$ cat src/rtl/link_pkg.sv
// Constants and types shared by the leaf endpoint and the root-hub router.
package link_pkg;

    localparam int unsigned LINK_CHANNEL_WIDTH = 64;
    localparam int unsigned LINK_DEST_WIDTH    = 8;
    localparam int unsigned LINK_TYPE_WIDTH    = 8;

    localparam logic [LINK_TYPE_WIDTH-1:0] MSG_PING = 8'h01;
    localparam logic [LINK_TYPE_WIDTH-1:0] MSG_PONG = 8'h02;

    // Wide enough to slice down to any destination width.
    localparam logic [63:0] BROADCAST = '1;

    typedef enum logic [1:0] {
        RX_DELIVER,
        RX_PING,
        RX_DROP
    } rx_class_e;

    typedef enum logic [1:0] {
        TX_IDLE,
        TX_CORE,
        TX_PONG
    } tx_state_e;

endpackage

$ cat src/rtl/leaf_hub_link_if.sv
// Link FIFO and core-side handshake bundle of the leaf endpoint.
interface leaf_hub_link_if #(
    parameter int unsigned CHANNEL_WIDTH = 64
);
    logic [CHANNEL_WIDTH-1:0] rx_din;
    logic                     rx_empty;
    logic                     rx_rd_en;
    logic [CHANNEL_WIDTH-1:0] tx_dout;
    logic                     tx_wr_en;
    logic                     tx_full;
    logic [CHANNEL_WIDTH-1:0] data_to_core;
    logic                     valid_to_core;
    logic                     ready_to_core;
    logic [CHANNEL_WIDTH-1:0] data_from_core;
    logic                     valid_from_core;
    logic                     ready_from_core;

    // master: the leaf endpoint; slave: link FIFOs plus local core
    modport master (
        input  rx_din, rx_empty, tx_full, ready_to_core, data_from_core, valid_from_core,
        output rx_rd_en, tx_dout, tx_wr_en, data_to_core, valid_to_core, ready_from_core
    );

    modport slave (
        output rx_din, rx_empty, tx_full, ready_to_core, data_from_core, valid_from_core,
        input  rx_rd_en, tx_dout, tx_wr_en, data_to_core, valid_to_core, ready_from_core
    );
endinterface

$ cat src/rtl/link_tx_arbiter.sv
// One-entry tx register fed by pong replies (priority) or core words.
module link_tx_arbiter
    import link_pkg::*;
#(
    parameter int unsigned CHANNEL_WIDTH = LINK_CHANNEL_WIDTH,
    parameter int unsigned DEST_WIDTH    = LINK_DEST_WIDTH
) (
    input  logic                     clk,
    input  logic                     reset,
    input  logic                     pong_req_i,
    input  logic [CHANNEL_WIDTH-1:0] pong_word_i,
    input  logic                     core_valid_i,
    input  logic [CHANNEL_WIDTH-1:0] core_word_i,
    input  logic                     tx_full_i,
    output logic                     pong_take_o,
    output logic                     core_ready_o,
    output logic                     tx_valid_o,
    output logic                     tx_wr_en_o,
    output logic [CHANNEL_WIDTH-1:0] tx_dout_o
);

    localparam logic [CHANNEL_WIDTH-1:0] DEST_CLEAR_MASK =
        {{DEST_WIDTH{1'b0}}, {(CHANNEL_WIDTH-DEST_WIDTH){1'b1}}};

    tx_state_e                state_q, state_d;
    logic [CHANNEL_WIDTH-1:0] data_q, data_d;
    logic                     drain;
    logic                     free;

    always_ff @(posedge clk or posedge reset) begin
        if (reset) begin
            state_q <= TX_IDLE;
            data_q  <= '0;
        end else begin
            state_q <= state_d;
            data_q  <= data_d;
        end
    end

    always_comb begin
        state_d      = state_q;
        data_d       = data_q;
        pong_take_o  = 1'b0;
        drain        = (state_q != TX_IDLE) && !tx_full_i;
        free         = (state_q == TX_IDLE) || drain;
        core_ready_o = !pong_req_i && free;

        // A draining register refills in the same cycle, so no bubble between words.
        if (free) begin
            if (pong_req_i) begin
                state_d     = TX_PONG;
                data_d      = pong_word_i;
                pong_take_o = 1'b1;
            end else if (core_valid_i) begin
                state_d = TX_CORE;
                data_d  = core_word_i & DEST_CLEAR_MASK;
            end else begin
                state_d = TX_IDLE;
            end
        end
    end

    assign tx_valid_o = (state_q != TX_IDLE);
    assign tx_wr_en_o = drain;
    assign tx_dout_o  = data_q;

endmodule

$ cat src/rtl/leaf_hub_link.sv
// Child-side endpoint of the root-hub link: rx filter/deliver, ping auto-reply, tx merge.
module leaf_hub_link
    import link_pkg::*;
#(
    parameter int unsigned FPGA_ID        = 1,
    parameter int unsigned CHANNEL_WIDTH  = LINK_CHANNEL_WIDTH,
    parameter int unsigned DEST_WIDTH     = LINK_DEST_WIDTH,
    parameter int unsigned DROP_CNT_WIDTH = 16
) (
    input  logic                      clk,
    input  logic                      reset,
    leaf_hub_link_if.master           lnk,
    output logic                      link_busy,
    output logic [DROP_CNT_WIDTH-1:0] drop_count
);

    localparam int unsigned PAYLOAD_W   = CHANNEL_WIDTH - DEST_WIDTH - LINK_TYPE_WIDTH;
    localparam int unsigned PING_KEEP_W = PAYLOAD_W - DEST_WIDTH;

    logic [DEST_WIDTH-1:0]      head_dest;
    logic [LINK_TYPE_WIDTH-1:0] head_type;
    rx_class_e                  head_class;
    logic                       rx_pop;

    logic                       rx_valid_q, rx_valid_d;
    logic [CHANNEL_WIDTH-1:0]   rx_data_q, rx_data_d;
    logic                       ping_pending_q, ping_pending_d;
    logic [PING_KEEP_W-1:0]     ping_keep_q, ping_keep_d;
    logic [DROP_CNT_WIDTH-1:0]  drop_q, drop_d;

    logic                       pong_take;
    logic                       tx_valid;
    logic [CHANNEL_WIDTH-1:0]   pong_word;

    assign head_dest = lnk.rx_din[CHANNEL_WIDTH-1 -: DEST_WIDTH];
    assign head_type = lnk.rx_din[CHANNEL_WIDTH-DEST_WIDTH-1 -: LINK_TYPE_WIDTH];

    always_comb begin
        head_class = RX_DROP;
        if (head_dest == DEST_WIDTH'(FPGA_ID) || head_dest == BROADCAST[DEST_WIDTH-1:0])
            head_class = (head_type == MSG_PING) ? RX_PING : RX_DELIVER;
    end

    // Gated by reset so nothing is consumed from the FIFO while the block is held.
    always_comb begin
        rx_pop = 1'b0;
        if (!reset && !lnk.rx_empty) begin
            case (head_class)
                RX_DELIVER: rx_pop = !rx_valid_q || lnk.ready_to_core;
                RX_PING:    rx_pop = !ping_pending_q;
                default:    rx_pop = 1'b1;
            endcase
        end
    end

    always_comb begin
        rx_valid_d     = rx_valid_q;
        rx_data_d      = rx_data_q;
        ping_pending_d = ping_pending_q;
        ping_keep_d    = ping_keep_q;
        drop_d         = drop_q;

        if (rx_valid_q && lnk.ready_to_core)
            rx_valid_d = 1'b0;
        if (pong_take)
            ping_pending_d = 1'b0;

        if (rx_pop) begin
            case (head_class)
                RX_DELIVER: begin
                    rx_valid_d = 1'b1;
                    rx_data_d  = lnk.rx_din;
                end
                RX_PING: begin
                    ping_pending_d = 1'b1;
                    ping_keep_d    = lnk.rx_din[PING_KEEP_W-1:0];
                end
                default: begin
                    if (drop_q != '1)
                        drop_d = drop_q + 1'b1;
                end
            endcase
        end
    end

    always_ff @(posedge clk or posedge reset) begin
        if (reset) begin
            rx_valid_q     <= 1'b0;
            rx_data_q      <= '0;
            ping_pending_q <= 1'b0;
            ping_keep_q    <= '0;
            drop_q         <= '0;
        end else begin
            rx_valid_q     <= rx_valid_d;
            rx_data_q      <= rx_data_d;
            ping_pending_q <= ping_pending_d;
            ping_keep_q    <= ping_keep_d;
            drop_q         <= drop_d;
        end
    end

    assign pong_word = {{DEST_WIDTH{1'b0}}, MSG_PONG, ping_keep_q, DEST_WIDTH'(FPGA_ID)};

    link_tx_arbiter #(
        .CHANNEL_WIDTH (CHANNEL_WIDTH),
        .DEST_WIDTH    (DEST_WIDTH)
    ) u_tx_arbiter (
        .clk          (clk),
        .reset        (reset),
        .pong_req_i   (ping_pending_q),
        .pong_word_i  (pong_word),
        .core_valid_i (lnk.valid_from_core),
        .core_word_i  (lnk.data_from_core),
        .tx_full_i    (lnk.tx_full),
        .pong_take_o  (pong_take),
        .core_ready_o (lnk.ready_from_core),
        .tx_valid_o   (tx_valid),
        .tx_wr_en_o   (lnk.tx_wr_en),
        .tx_dout_o    (lnk.tx_dout)
    );

    assign lnk.rx_rd_en      = rx_pop;
    assign lnk.valid_to_core = rx_valid_q;
    assign lnk.data_to_core  = rx_data_q;
    assign link_busy         = ping_pending_q || rx_valid_q || tx_valid;
    assign drop_count        = drop_q;

endmodule

$ cat src/flat_wrapper.sv
// flat-port wrapper written by rule: the top's interface ports become plain ports
module leaf_hub_link_flat import link_pkg::*;
#(
    parameter int unsigned FPGA_ID        = 1,
    parameter int unsigned CHANNEL_WIDTH  = LINK_CHANNEL_WIDTH,
    parameter int unsigned DEST_WIDTH     = LINK_DEST_WIDTH,
    parameter int unsigned DROP_CNT_WIDTH = 16
)
  (clk, reset, link_busy, drop_count, lnk_rx_din, lnk_rx_empty, lnk_tx_full, lnk_ready_to_core, lnk_data_from_core, lnk_valid_from_core, lnk_rx_rd_en, lnk_tx_dout, lnk_tx_wr_en, lnk_data_to_core, lnk_valid_to_core, lnk_ready_from_core);
  leaf_hub_link_if #(.CHANNEL_WIDTH(CHANNEL_WIDTH)) lnk_i ();
  input  logic clk;
  input  logic reset;
  output logic link_busy;
  output logic [DROP_CNT_WIDTH-1:0] drop_count;
  input wire logic [$bits(lnk_i.rx_din)-1:0] lnk_rx_din;
  input wire logic [$bits(lnk_i.rx_empty)-1:0] lnk_rx_empty;
  input wire logic [$bits(lnk_i.tx_full)-1:0] lnk_tx_full;
  input wire logic [$bits(lnk_i.ready_to_core)-1:0] lnk_ready_to_core;
  input wire logic [$bits(lnk_i.data_from_core)-1:0] lnk_data_from_core;
  input wire logic [$bits(lnk_i.valid_from_core)-1:0] lnk_valid_from_core;
  output wire logic [$bits(lnk_i.rx_rd_en)-1:0] lnk_rx_rd_en;
  output wire logic [$bits(lnk_i.tx_dout)-1:0] lnk_tx_dout;
  output wire logic [$bits(lnk_i.tx_wr_en)-1:0] lnk_tx_wr_en;
  output wire logic [$bits(lnk_i.data_to_core)-1:0] lnk_data_to_core;
  output wire logic [$bits(lnk_i.valid_to_core)-1:0] lnk_valid_to_core;
  output wire logic [$bits(lnk_i.ready_from_core)-1:0] lnk_ready_from_core;
  assign lnk_i.rx_din = lnk_rx_din;
  assign lnk_i.rx_empty = lnk_rx_empty;
  assign lnk_i.tx_full = lnk_tx_full;
  assign lnk_i.ready_to_core = lnk_ready_to_core;
  assign lnk_i.data_from_core = lnk_data_from_core;
  assign lnk_i.valid_from_core = lnk_valid_from_core;
  assign lnk_rx_rd_en = lnk_i.rx_rd_en;
  assign lnk_tx_dout = lnk_i.tx_dout;
  assign lnk_tx_wr_en = lnk_i.tx_wr_en;
  assign lnk_data_to_core = lnk_i.data_to_core;
  assign lnk_valid_to_core = lnk_i.valid_to_core;
  assign lnk_ready_from_core = lnk_i.ready_from_core;
  leaf_hub_link #(.FPGA_ID(FPGA_ID), .CHANNEL_WIDTH(CHANNEL_WIDTH), .DEST_WIDTH(DEST_WIDTH), .DROP_CNT_WIDTH(DROP_CNT_WIDTH)) u_core (.clk(clk), .reset(reset), .lnk(lnk_i), .link_busy(link_busy), .drop_count(drop_count));
endmodule
$ cat config.mk
export PLATFORM = sky130hd
export DESIGN_NAME = leaf_hub_link_flat
export DESIGN_NICKNAME = d
export VERILOG_FILES = /design/src/rtl/link_pkg.sv /design/src/rtl/leaf_hub_link_if.sv /design/src/rtl/link_tx_arbiter.sv /design/src/rtl/leaf_hub_link.sv /design/src/flat_wrapper.sv
export SDC_FILE = /design/constraint.sdc
export NUM_CORES = 1
export LEC_CHECK = 0
export ABC_AREA = 1
export CORE_MARGIN = 2
export CORE_UTILIZATION = 37
export DETAILED_ROUTE_END_ITERATION = 10
export HOLD_SLACK_MARGIN = 0.03
export PLACE_DENSITY = 0.7
export SYNTH_ARGS = -nofsm -noshare
export SYNTH_HDL_FRONTEND = slang
export SYNTH_SLANG_ARGS = --single-unit
$ cat constraint.sdc
create_clock -name clk -period 5.7 [get_ports clk]
set_input_delay 0.57 -clock clk [delete_from_list [all_inputs] [get_ports clk]]
set_output_delay 0.57 -clock clk [all_outputs]
set_load 0.03 [all_outputs]
==> results of run 1 <==
-- stage by stage --
step	cell area (µm²)	util (%)
floorplan	8110	-
global placement	10700	49.6
detailed placement	10700	49.6
CTS	11300	52.4
global route	11300	52.4
finish	11300	52.4
-- flip-flops by register name, indices dropped and copies added, names as in the netlist --
register                       count
u_core.drop_count                 16
u_core.u_tx_arbiter.tx_dout_o     56
u_core.lnk.valid_to_core           1
u_core.u_tx_arbiter.state_q        2
u_core.ping_keep_q                40
u_core.lnk.data_to_core           64
u_core.ping_pending_q              1
-- power groups by stage --
stage,Clock [µW],Sequential [µW],Combinational [µW]
CTS,1270,1440,741
detailed placement,0,1470,739
finish,1230,1440,733
floorplan,0,1660,197
global route,1320,1460,784
global placement,0,1460,732
-- cell families after synthesis --
logic type | count (synthesis)
flip-flops | 180
AO/OA/AOI/OAI | 60
buffers and inverters | 89
other | 1
XOR/XNOR | 13
AND/OR/NAND/NOR | 564
adder cells (fa/ha/maj) | 1
-- worst max-delay path by stage --
stage / end / startpoint / slack (ns)
after detailed placement: lnk_rx_rd_en / reset / 2.52
after CTS: lnk_rx_rd_en / reset / 2.51
after global routing: lnk_rx_rd_en / reset / 2.46
final: lnk_rx_rd_en / reset / 2.55
after global placement: lnk_rx_rd_en / reset / 2.52
after floorplan: u_core.drop_count[0]$_DFFE_PP0P_ / reset / 0.24
-- cell type report --
cell class / count / area (µm²)
clock buffer: 17 / 425
clock inverter: 15 / 188
fill: 2052 / 10300
inverter: 26 / 111
multi-input combinational: 646 / 3030
sequential: 180 / 4510
tap: 280 / 350
timing repair buffer: 274 / 2720
-- tightest hold or removal path: stages (launching register included) --
cell	delay (ns)
sky130_fd_sc_hd__dfrtp_1	0.35
sky130_fd_sc_hd__inv_1	0.04
sky130_fd_sc_hd__nand2_1	0.05
-- routing by layer --
layer	part of all wire (%)	wire length, µm	vias to the layer above	track usage, %
met3	6.2	1440	25	4.52
met4	1.3	308	2	5.05
met5	0.056	13	-	0
met1	44	10200	3278	27.7
li1	-	-	3401	-
met2	48	11200	207	33.0
-- placed cells by master (no fill, tap or decap), types with 3 or more instances in the layout --
cell type                         netlist  layout
sky130_fd_sc_hd__nand2_1              342     342
sky130_fd_sc_hd__clkdlybuf4s50_1        0     266
sky130_fd_sc_hd__dfrtp_1              180     179
sky130_fd_sc_hd__nand3_1              126     126
sky130_fd_sc_hd__nor2_1                67      67
sky130_fd_sc_hd__a31oi_1               40      40
sky130_fd_sc_hd__inv_1                 20      19
sky130_fd_sc_hd__clkbuf_16              0      17
sky130_fd_sc_hd__a22o_1                14      14
sky130_fd_sc_hd__nand2_2               13      13
sky130_fd_sc_hd__conb_1                 1       8
sky130_fd_sc_hd__buf_4                 13       8
sky130_fd_sc_hd__xor2_1                 7       7
sky130_fd_sc_hd__xnor2_1                6       6
sky130_fd_sc_hd__inv_6                  1       6
sky130_fd_sc_hd__inv_8                  0       5
sky130_fd_sc_hd__inv_2                  4       4
sky130_fd_sc_hd__nor2_4                 3       3
==> summary by stage, run 1 <==
Status
The run finished with clean final reports.

Route
The number of antenna-violating nets in the routed design is 0. The number of optimization iterations in the first detailed-route pass is 5. The routed layout has 6913 vias.

The routed wirelength normalized by instance count is 16.1 µm. In the routed design, unresolved DRC markers number 0. The number of vias per cell after detailed routing is 4.81. The total wire length after detailed routing is 23200 µm. The first routing iteration left 304 violations.

STA
The setup TNS is 0 ns. Setup repair after global routing left no endpoint under its margin. The achievable clock frequency is 317 MHz.

Final hold analysis gives a worst-case slack of 0.467 ns. After layout, the worst path uses 55.3% of the clock period. The hold violation count in the final report came to 0. Setup violations remaining at the end of the flow were counted as 0. Clock skew on the completed layout was measured at 0.0133 ns. In this run the tightest slew margin relative to its limit is 27.1%. The final setup slack of the worst path is 2.55 ns. The number of pins with negative max-slew slack in the final report is 0. The slew at the pin closest to its max-slew limit is 1.09 ns. The smallest clock period supported by the final layout is computed as 3.15 ns.

Critical path
At the worst endpoint, the arrival time is 2.58 ns. In this run the worst path has a maximum fanout of 3. The worst register-to-register path ends at u_core.u_tx_arbiter.tx_dout_o[48]$_DFFE_PP0P_. The worst stage delay on the critical path is 0.68 ns. The depth of the worst register-to-register path is 5. The library cell contributing the largest single delay on the critical path is sky130_fd_sc_hd__clkdlybuf4s50_1. The type of element launching the critical path is a primary input. The worst setup path is of the primary input to output pin kind.

The number of buffer and inverter stages on the critical path is 2. The critical path goes through clkdlybuf4s50_1, nor2_1, nand2_4, nor2_8, clkdlybuf4s50_1. The cell depth of the worst setup path is 5.

Among the stages of the critical path, the cell type that occurs most often is sky130_fd_sc_hd__clkdlybuf4s50_1. STA classifies the critical path endpoint as an output pin. The family of cells with the greatest summed delay on the critical path is buffers and inverters. Across all register-to-register paths, the minimum setup slack is 2.98 ns. The data required time at the worst endpoint is 5.13 ns. In this run the critical register-to-register path is launched from u_core.ping_pending_q$_DFF_PP0_.

Synth
The synthesized design contains 180 register bits. The share of the synthesized area in the top cell type is 55.8%. Of the total synthesized cell area, the portion taken by full adders, half adders and majority gates is 0.155%.

Yosys printed 0 warnings. The area fraction in and, or, nand and nor cells after synthesis is 30.2%. Synthesis handed over a netlist of 908 instances. The xor and xnor area share after synthesis is 1.41%. The most instantiated library cell after synthesis is sky130_fd_sc_hd__nand2_1. After synthesis, the cell types taking the most area are sky130_fd_sc_hd__dfrtp_1 (56%), sky130_fd_sc_hd__nand2_1 (16%), sky130_fd_sc_hd__nand3_1 (7.8%), sky130_fd_sc_hd__nor2_1 (3.1%), sky130_fd_sc_hd__a31oi_1 (3.1%). Counting distinct cell types in the post-synthesis netlist gives 34.

For this run, the leading register cell type out of synthesis is sky130_fd_sc_hd__dfrtp_1. In this run, synthesis inferred 0 flip-flops with an integrated enable. Summed over all instances, the cell type with the most area after synthesis is sky130_fd_sc_hd__dfrtp_1.

By area, the combinational part of the netlist is dominated by simple AND/OR/NAND/NOR gates. Counting instances in the post-synthesis netlist gives the leading cell types as sky130_fd_sc_hd__nand2_1 (342), sky130_fd_sc_hd__dfrtp_1 (180), sky130_fd_sc_hd__nand3_1 (126). Averaged over all synthesized cells, the footprint is 8.90 µm². Of all flip-flops after synthesis, the portion carrying an async set or reset was 100%. In the synthesized netlist, mux cells make up 0% of the area. The cell area after technology mapping is 0.00808 mm². The synthesized netlist devotes 5.22% of its cell area to compound gates. The share of the Yosys chip area taken by registers is 55.8%.

Placement
The number of placed instances, taps included is 1406. The congestion estimate from routability-driven global placement came to 0.801. Prior to clock tree synthesis, the placed netlist has a worst setup slack of 2.52 ns. Once detailed placement completed, the half-perimeter wirelength came to 15300 µm. Buffers placed on the I/O ports in this run total 266.

Pwr
The leakage component of the power is 0.00537 µW. Per report_power, the sequential group accounts for 42.3% of the total. The total power after layout is 3410 µW.

Power spread over the standard cell area amounts to 301 mW/mm². Cell internal power was estimated by the tool at 2360 µW. The switching share of power is 30.6%.

The peak ir drop on the vdd network is 179 µV. Per report_power, the combinational group accounts for 21.5% of the total. The relative contribution of the clock network to total power is 36.2%. The switching power is 1040 µW.

Final layout
In the final layout, the share of cells above drive strength 1 is 6.56%. The count of inserted antenna diode cells is 0. The count of cells in the finished layout, fillers not included, comes to 1438.

The area growth from synthesis to layout is 40.3%. The layout net count is 1280.

Clocking
The buffer levels on the longest clock path is 2. The insertion delay of the later-clocked pin in the worst-skew pair is 0.42 ns. The total number of clock tree sinks is 180. The buffer type at the clock tree root is sky130_fd_sc_hd__clkbuf_16. The CTS buffer count is 17. The H-tree was split into 4 levels. The clock-pin slew on the worst setup and hold paths is 0.07 ns.

The total of cells resized after clock tree synthesis is 0. Post-CTS timing repair inserted 0 buffers for setup. TritonCTS built the clock tree. For this design, the CTS-stage hold fixing added 0 buffers.

Global route
The total global-route track usage is 20.3%. The first-pass GRT wire length is 36400 µm. The number of antenna violations at the first check in global routing is 2.

Entering global routing, the biggest net connects 144 pins. The via count of the first global-routing pass is 6720. For this run the aggregate overflow at the end of global routing stands at 0.

Worst hold path
The destination of the worst hold path is u_core.lnk.data_to_core[56]$_DFFE_PP0P_. The number of cells on the worst hold path is 2. The hold path startpoint is u_core.lnk.data_to_core[56]$_DFFE_PP0P_. The classification of the worst-slack hold path is flop to flop.

Die
The vertical die dimension is 152 µm. The region available for standard cell placement spans 0.0216 mm². The die is 152 µm wide. For this design the top-level I/O count stands at 283. The initial core utilization is 37.4%. The floorplan die area is 0.0230 mm². After floorplanning, the core was divided into 54 placement rows.

Run
The max-capacitance violation count is 0.
Power figures use the tool's default switching activity.
==> inputs of run 2 (changes only) <==
==> constraint.sdc (replaced) <==
create_clock -name clk -period 2.8 [get_ports clk]
set_input_delay 0.28 -clock clk [delete_from_list [all_inputs] [get_ports clk]]
set_output_delay 0.28 -clock clk [all_outputs]
set_load 0.03 [all_outputs]
==> summary by stage, run 2 (synthesis gave the netlist of run 1 again) <==
Pwr
The power density of the placed cells is 598 mW/mm² (+99%). The total power after layout came to 6870 µW (+100%). The leakage component of the power is 0.00543 µW (+1.3%). The peak ir drop on the vdd network came to 324 µV (+81%).

Critical path
The critical path in this run is classified as flop to output pin. The type of element launching the critical path is a flop. The endpoint class of the critical path is an output pin. The worst path arrival time was 2.04 ns (-0.54 ns).

The depth of the worst register-to-register path is 6 (+1). The data required time at the worst endpoint was 2.52 ns (-2.61 ns). The maximum fanout encountered on the critical timing path is 3 (unchanged).

Placement
The routability congestion estimate is 0.801 (about the same). The count of input and output buffers is 266 (unchanged). The number of placed instances, taps included is 1417 (+0.78%). The worst setup slack after placement is 0.492 ns (-2.03 ns).

The half-perimeter wire length of the detailed placement result is 15900 µm (+3.7%).

Global route
The via count of the first global-routing pass is 6748 (+0.42%). The number of antenna violations at the first check in global routing is 1 (-1). The maximum number of pins on one net before global-route repair is 66 (-54%). The total global-route track usage is 20.1% (-0.26 points). The remaining global-route overflow is 0 (unchanged).

The first-pass GRT wire length is 35700 µm (-1.9%).

Final layout
The final core area utilization is 53.1% (+0.71 points). The sequential cell area in the final layout is 0.00451 mm² (unchanged). The final non-filler cell total is 1450 (+0.83%). In the layout the commonest cells are sky130_fd_sc_hd__nand2_1 (342), sky130_fd_sc_hd__clkdlybuf4s50_1 (264), sky130_fd_sc_hd__dfrtp_1 (179). The number of inserted filler cells in the final layout came to 1972 (-3.9%). Leaving out fill and tap cells, the most frequent cell in the layout is sky130_fd_sc_hd__nand2_1.

The layout net count is 1291 (+0.86%). The area growth from synthesis to layout is 42.2%. The number of flip-flops in the largest register is 64 (unchanged). The multi-input gate area in the final layout is 0.00303 mm² (unchanged). The fraction of final layout cells with drive strength greater than 1 is 7.61% (+1.1 points).

STA
The hold violation count in the final report is 0 (unchanged). The number of pins with negative max-slew slack in the final report came to 0 (unchanged). The routed design could run at a clock period as short as 2.32 ns. The setup violation total in the final timing report is 0 (unchanged).

The fraction of the cycle the final worst path needs is 82.8%. The remaining max-slew budget at the tightest pin is 50.3% (+23 points). Setup repair after global routing left no endpoint under its margin. The slew at the pin closest to its max-slew limit is 0.743 ns (-0.347 ns). The worst-case clock skew came to 0.0117 ns (-0.00163 ns).

The achievable clock frequency is 431 MHz. The final setup slack of the worst path was 0.482 ns (-2.07 ns). The setup TNS is 0 ns (unchanged).

Route
The routed wirelength normalized by instance count is 15.8 µm (-2.2%). The number of antenna-violating nets in the routed design came to 0 (unchanged). The number of optimization iterations in the first detailed-route pass is 4 (-1). The first-iteration detailed-routing DRC count was 370 (+22%). The DRC violations left was 0 (unchanged). The number of vias per cell after detailed routing is 4.79 (-0.44%). The number of vias after detailed routing is 6940 (+0.39%). The total wire length after detailed routing is 22900 µm (-1.4%).

Clocking
TritonCTS built the clock tree. The total of cells resized after clock tree synthesis is 0 (unchanged). The buffer levels on the longest clock path came to 2 (unchanged). The number of hold buffers added after CTS is 0 (unchanged).

The maximum level of the CTS H-tree is 4 (unchanged). The clock-pin slew on the worst setup and hold paths is 0.07 ns (about the same). The buffer type at the clock tree root is sky130_fd_sc_hd__clkbuf_16. The number of buffers inserted by post-CTS setup repair is 0 (unchanged). The total number of clock tree sinks is 180 (unchanged). The CTS buffer count came to 17 (unchanged).

The insertion delay of the later-clocked pin in the worst-skew pair is 0.43 ns (about the same).

Die
The initial core utilization is 37.4% (unchanged). The overall die width is 152 µm (unchanged). The vertical die dimension is 152 µm (unchanged). The area inside the core boundary is 0.0216 mm² (unchanged). The I/O pin count is 283 (unchanged). The floorplan die area is 0.0230 mm² (unchanged).

The count of standard-cell rows is 54 (unchanged).

Worst hold path
In this run the worst hold path is classified as primary input to async pin.

Run
The max-capacitance violation count is 0 (unchanged).

Status
The run finished with clean final reports.
==> run 2: cell count changes in the layout (fill, tap and decap cells not counted), moves of 2 or more <==
cell / previous run / this run
sky130_fd_sc_hd__clkdlybuf4s50_1: 266 / 264
sky130_fd_sc_hd__inv_8: 5 / 2
sky130_fd_sc_hd__buf_12: 0 / 7
sky130_fd_sc_hd__buf_4: 8 / 14
sky130_fd_sc_hd__clkinvlp_4: 0 / 2
sky130_fd_sc_hd__clkinv_4: 2 / 5
sky130_fd_sc_hd__inv_6: 6 / 4
==> run 2: where the power goes <==
part / total (µW) / switching [µW] / internal (µW)
registers: 2940 / 135 / 2800
clock network: 2420 / 1130 / 1290
logic: 1510 / 846 / 666
total: 6870 / 2110 / 4760
==> run 2: final cells by class <==
type	count	share of cell area, %
Inverter	26	0.937
Tap cell	280	3.05
Sequential cell	180	39.2
Multi-Input combinational cell	646	26.4
Clock buffer	18	3.82
Antenna cell	1	0.0218
Timing Repair Buffer	285	25.1
Clock inverter	14	1.42
==> run 2: final timing paths <==
| check | slack (ns) | start | end |
|---|---|---|---|
| setup / recovery | 0.48 | u_core.u_tx_arbiter.state_q[1]$_DFFE_PP0N_ | lnk_ready_from_core |
| hold / removal | 0.35 | reset | u_core.drop_count[15]$_DFFE_PP0P_ |
| setup reg to reg | 1.00 | u_core.ping_pending_q$_DFF_PP0_ | u_core.ping_keep_q[32]$_DFFE_PP0P_ |
| hold reg to reg | 0.47 | u_core.ping_keep_q[35]$_DFFE_PP0P_ | u_core.ping_keep_q[35]$_DFFE_PP0P_ |
| max in group asynchronous | 1.79 | reset | u_core.u_tx_arbiter.tx_dout_o[8]$_DFFE_PP0P_ |
| min in group clk | 0.41 | lnk_rx_din[41] | u_core.lnk.data_to_core[41]$_DFFE_PP0P_ |
==> run 2: layer usage <==
metal / routed length, µm / GRT usage [%] / vias up
met4: 378 / 5.93 / 0
met1: 10200 / 26.7 / 3294
met3: 1290 / 3.92 / 24
li1: - / - / 3430
met2: 11000 / 33.4 / 192
met5: 0 / 0 / -
==> run 2: metrics by stage <==
| step | hold slack [ns] | area, µm² |
|---|---|---|
| after detailed placement | 0.459 | 10900 |
| final | 0.353 | 11500 |
| after global routing | 0.401 | 11500 |
| after floorplan | 0.409 | 8110 |
| after CTS | 0.356 | 11500 |
| after global placement | 0.450 | 10900 |
==> run 2: worst max-delay path, cell delays in order (launching register included) <==
cell and delay (ns):
sky130_fd_sc_hd__dfrtp_1 0.38, sky130_fd_sc_hd__nor2_1 0.20, sky130_fd_sc_hd__nor2_1 0.12, sky130_fd_sc_hd__nor2_1 0.20
sky130_fd_sc_hd__clkdlybuf4s50_1 0.72
==> inputs of run 3 (changes only) <==
--- a/config.mk
+++ b/config.mk
@@ -10,7 +10,7 @@
 export CORE_UTILIZATION = 37
 export DETAILED_ROUTE_END_ITERATION = 10
 export HOLD_SLACK_MARGIN = 0.03
-export PLACE_DENSITY = 0.7
+export PLACE_DENSITY = 0.68
 export SYNTH_ARGS = -nofsm -noshare
 export SYNTH_HDL_FRONTEND = slang
 export SYNTH_SLANG_ARGS = --single-unit
==> constraint.sdc (replaced) <==
create_clock -name clk -period 2.3 [get_ports clk]
set_input_delay 0.23 -clock clk [delete_from_list [all_inputs] [get_ports clk]]
set_output_delay 0.23 -clock clk [all_outputs]
set_load 0.03 [all_outputs]
==> summary by stage, run 3 (synthesis gave the netlist of run 1 again) <==
Global route
The maximum number of pins on one net before global-route repair is 73 (+11%). The remaining global-route overflow is 0 (unchanged). The met2 layer usage reported by global route is 32.5% (-0.81 points). The first-pass GRT wire length is 35500 µm (-0.56%). The met3 demand-to-capacity share in global routing came to 4.76% (+0.84 points). The total global-route track usage is 19.8% (-0.26 points). The routing layer with the top usage in global route is met2.

The fraction of met1 tracks used by global routing is 26.1% (-0.54 points). The number of antenna violations at the first check in global routing is 1 (unchanged). The via count of the first global-routing pass was 6772 (+0.36%).

Die
The I/O pin count is 283 (unchanged). The initial core utilization was 37.4% (unchanged). The count of standard-cell rows was 54 (unchanged).

The floorplan die area came to 0.0230 mm² (unchanged). The area inside the core boundary is 0.0216 mm² (unchanged). The overall die width was 152 µm (unchanged).

The vertical die dimension is 152 µm (unchanged).

Route
The number of optimization iterations in the first detailed-route pass is 5 (+1). The total wire length after detailed routing is 23000 µm (+0.53%). The first-iteration detailed-routing DRC count is 362 (-2.2%). The routed wirelength normalized by instance count came to 15.9 µm (+0.53%). The number of antenna-violating nets in the routed design came to 0 (unchanged). The number of vias after detailed routing is 7016 (+1.1%). The number of vias per cell after detailed routing is 4.84 (+1.1%). The DRC violations left came to 0 (unchanged).

STA
The worst-case clock skew was 0.0177 ns (+0.00602 ns). The setup violation total in the final timing report was 0 (unchanged). The final critical delay including setup and external delays is 2.03 ns. The worst hold margin is 0.182 ns (-0.171 ns). The hold violation count in the final report is 0 (unchanged).

Setup repair after global routing left no endpoint under its margin. The number of pins with negative max-slew slack in the final report is 0 (unchanged). Of the available clock period, the critical path in the final layout requires 88.2%. The achievable clock frequency is 493 MHz.

Critical path
The capturing element of the worst setup path is lnk_rx_rd_en. The worst path arrival time is 1.80 ns (-0.24 ns). The data required time at the worst endpoint is 2.07 ns (-0.45 ns).

The endpoint identified for the worst register-to-register timing path is u_core.drop_count[12]$_DFFE_PP0P_. The critical setup path kind is primary input to output pin. The flop-to-flop setup slack is 0.56 ns (-0.44 ns). The maximum fanout encountered on the critical timing path is 11 (+8). The reg-to-reg startpoint is u_core.drop_count[0]$_DFFE_PP0P_. The timing startpoint of the critical path is lnk_rx_din[63].

The endpoint class of the critical path is an output pin. STA classifies the critical path startpoint as a primary input. The depth of the worst register-to-register path is 9 (+3).

Final layout
The fraction of final layout cells with drive strength greater than 1 is 7.69% (+0.079 points). The layout net count is 1292 (+0.077%). The count of inserted antenna diode cells is 0 (-1). The number of flip-flops in the largest register is 64 (unchanged). The multi-input gate area in the final layout is 0.00303 mm² (unchanged).

The number of inserted filler cells in the final layout is 2016 (+2.2%). The final core area utilization is 53.3% (+0.14 points). The sequential cell area in the final layout is 0.00451 mm² (unchanged). The area growth from synthesis to layout is 42.6%.

The most frequent standard cell in the layout excluding fill and tap cells is sky130_fd_sc_hd__nand2_1. The final non-filler cell total was 1450 (unchanged). In the layout the commonest cells are sky130_fd_sc_hd__nand2_1 (342), sky130_fd_sc_hd__clkdlybuf4s50_1 (263), sky130_fd_sc_hd__dfrtp_1 (179).

Run
The max-capacitance violation count is 0 (unchanged).

Placement
The half-perimeter wire length of the detailed placement result came to 16000 µm (+0.75%). The number of placed instances, taps included is 1418 (+0.071%). The routability congestion estimate came to 0.816 (+1.9%).

The count of input and output buffers was 266 (unchanged).

Clocking
The clock tree from TritonCTS is done. The number of hold buffers added after CTS is 0 (unchanged). The clock-pin slew on the worst setup and hold paths is 0.07 ns (about the same).

The cell sitting at the root of the clock tree is a sky130_fd_sc_hd__clkbuf_16. The total of cells resized after clock tree synthesis came to 0 (unchanged). The maximum level of the CTS H-tree is 4 (unchanged). The total number of clock tree sinks is 180 (unchanged).

The CTS buffer count is 17 (unchanged). The buffer levels on the longest clock path is 2 (unchanged). The insertion delay of the later-clocked pin in the worst-skew pair is 0.43 ns (about the same). The number of buffers inserted by post-CTS setup repair is 0 (unchanged).

Pwr
The power density of the placed cells came to 716 mW/mm² (+20%). The peak ir drop on the vdd network is 450 µV (+39%). The leakage component of the power is 0.00545 µW (+0.24%).

Worst hold path
The classification of the worst-slack hold path is primary input to async pin.

Status
The run finished with clean final reports.
[run 3: worst min-delay path by stage]
stage                                                        end  slack [ns]  cells past startpoint
finish                          u_core.drop_count[1]$_DFFE_PP0P_        0.18                      2
global route              u_core.lnk.data_to_core[7]$_DFFE_PP0P_        0.21                      2
CTS                             u_core.drop_count[9]$_DFFE_PP0P_        0.18                      2
detailed placement       u_core.lnk.data_to_core[56]$_DFFE_PP0P_        0.45                      2
global placement         u_core.lnk.data_to_core[56]$_DFFE_PP0P_        0.45                      2
floorplan           u_core.u_tx_arbiter.tx_dout_o[1]$_DFFE_PP0P_        0.36                      1
[run 3: power breakdown]
part           switching [µW]  internal (µW)  total, µW
Combinational            1030            813       1840
Clock                    1360           1460       2830
Sequential                161           3410       3570
[run 3: layer usage]
layer / vias to the layer above / wire, µm
met5: - / 13
met2: 209 / 11100
met1: 3360 / 10100
li1: 3423 / -
met3: 22 / 1390
met4: 2 / 367
[run 3: through the flow]
step	TNS (ns)	setup WS, ns	power (µW)	instance area [µm²]
2_1_floorplan	-42.95	-0.239	4600	8110
6_report	0	0.272	8240	11500
3_3_place_gp	0	0.0619	5470	10900
4_1_cts	0	0.0762	8340	11500
5_1_grt	0	0.158	8590	11500
3_5_place_dp	0	0.00959	5490	10900
[run 3: area by class of cell]
class                      count  area share [%]
tap                          280            3.04
multi-input combinational    646            26.3
timing repair buffer         286            25.6
clock inverter                14            1.17
sequential                   180            39.1
inverter                      26           0.934
clock buffer                  18            3.81
[run 3: worst max-delay path, cell delays in order]
cell and delay [ns]:
sky130_fd_sc_hd__clkdlybuf4s50_1 0.53, sky130_fd_sc_hd__inv_1 0.06, sky130_fd_sc_hd__nand2_1 0.06, sky130_fd_sc_hd__nor2_1 0.04, sky130_fd_sc_hd__nand2_2 0.10, sky130_fd_sc_hd__nand2_4 0.09, sky130_fd_sc_hd__nand3_4 0.11, sky130_fd_sc_hd__nand2_4 0.10
sky130_fd_sc_hd__nor2_8 0.25, sky130_fd_sc_hd__buf_4 0.22
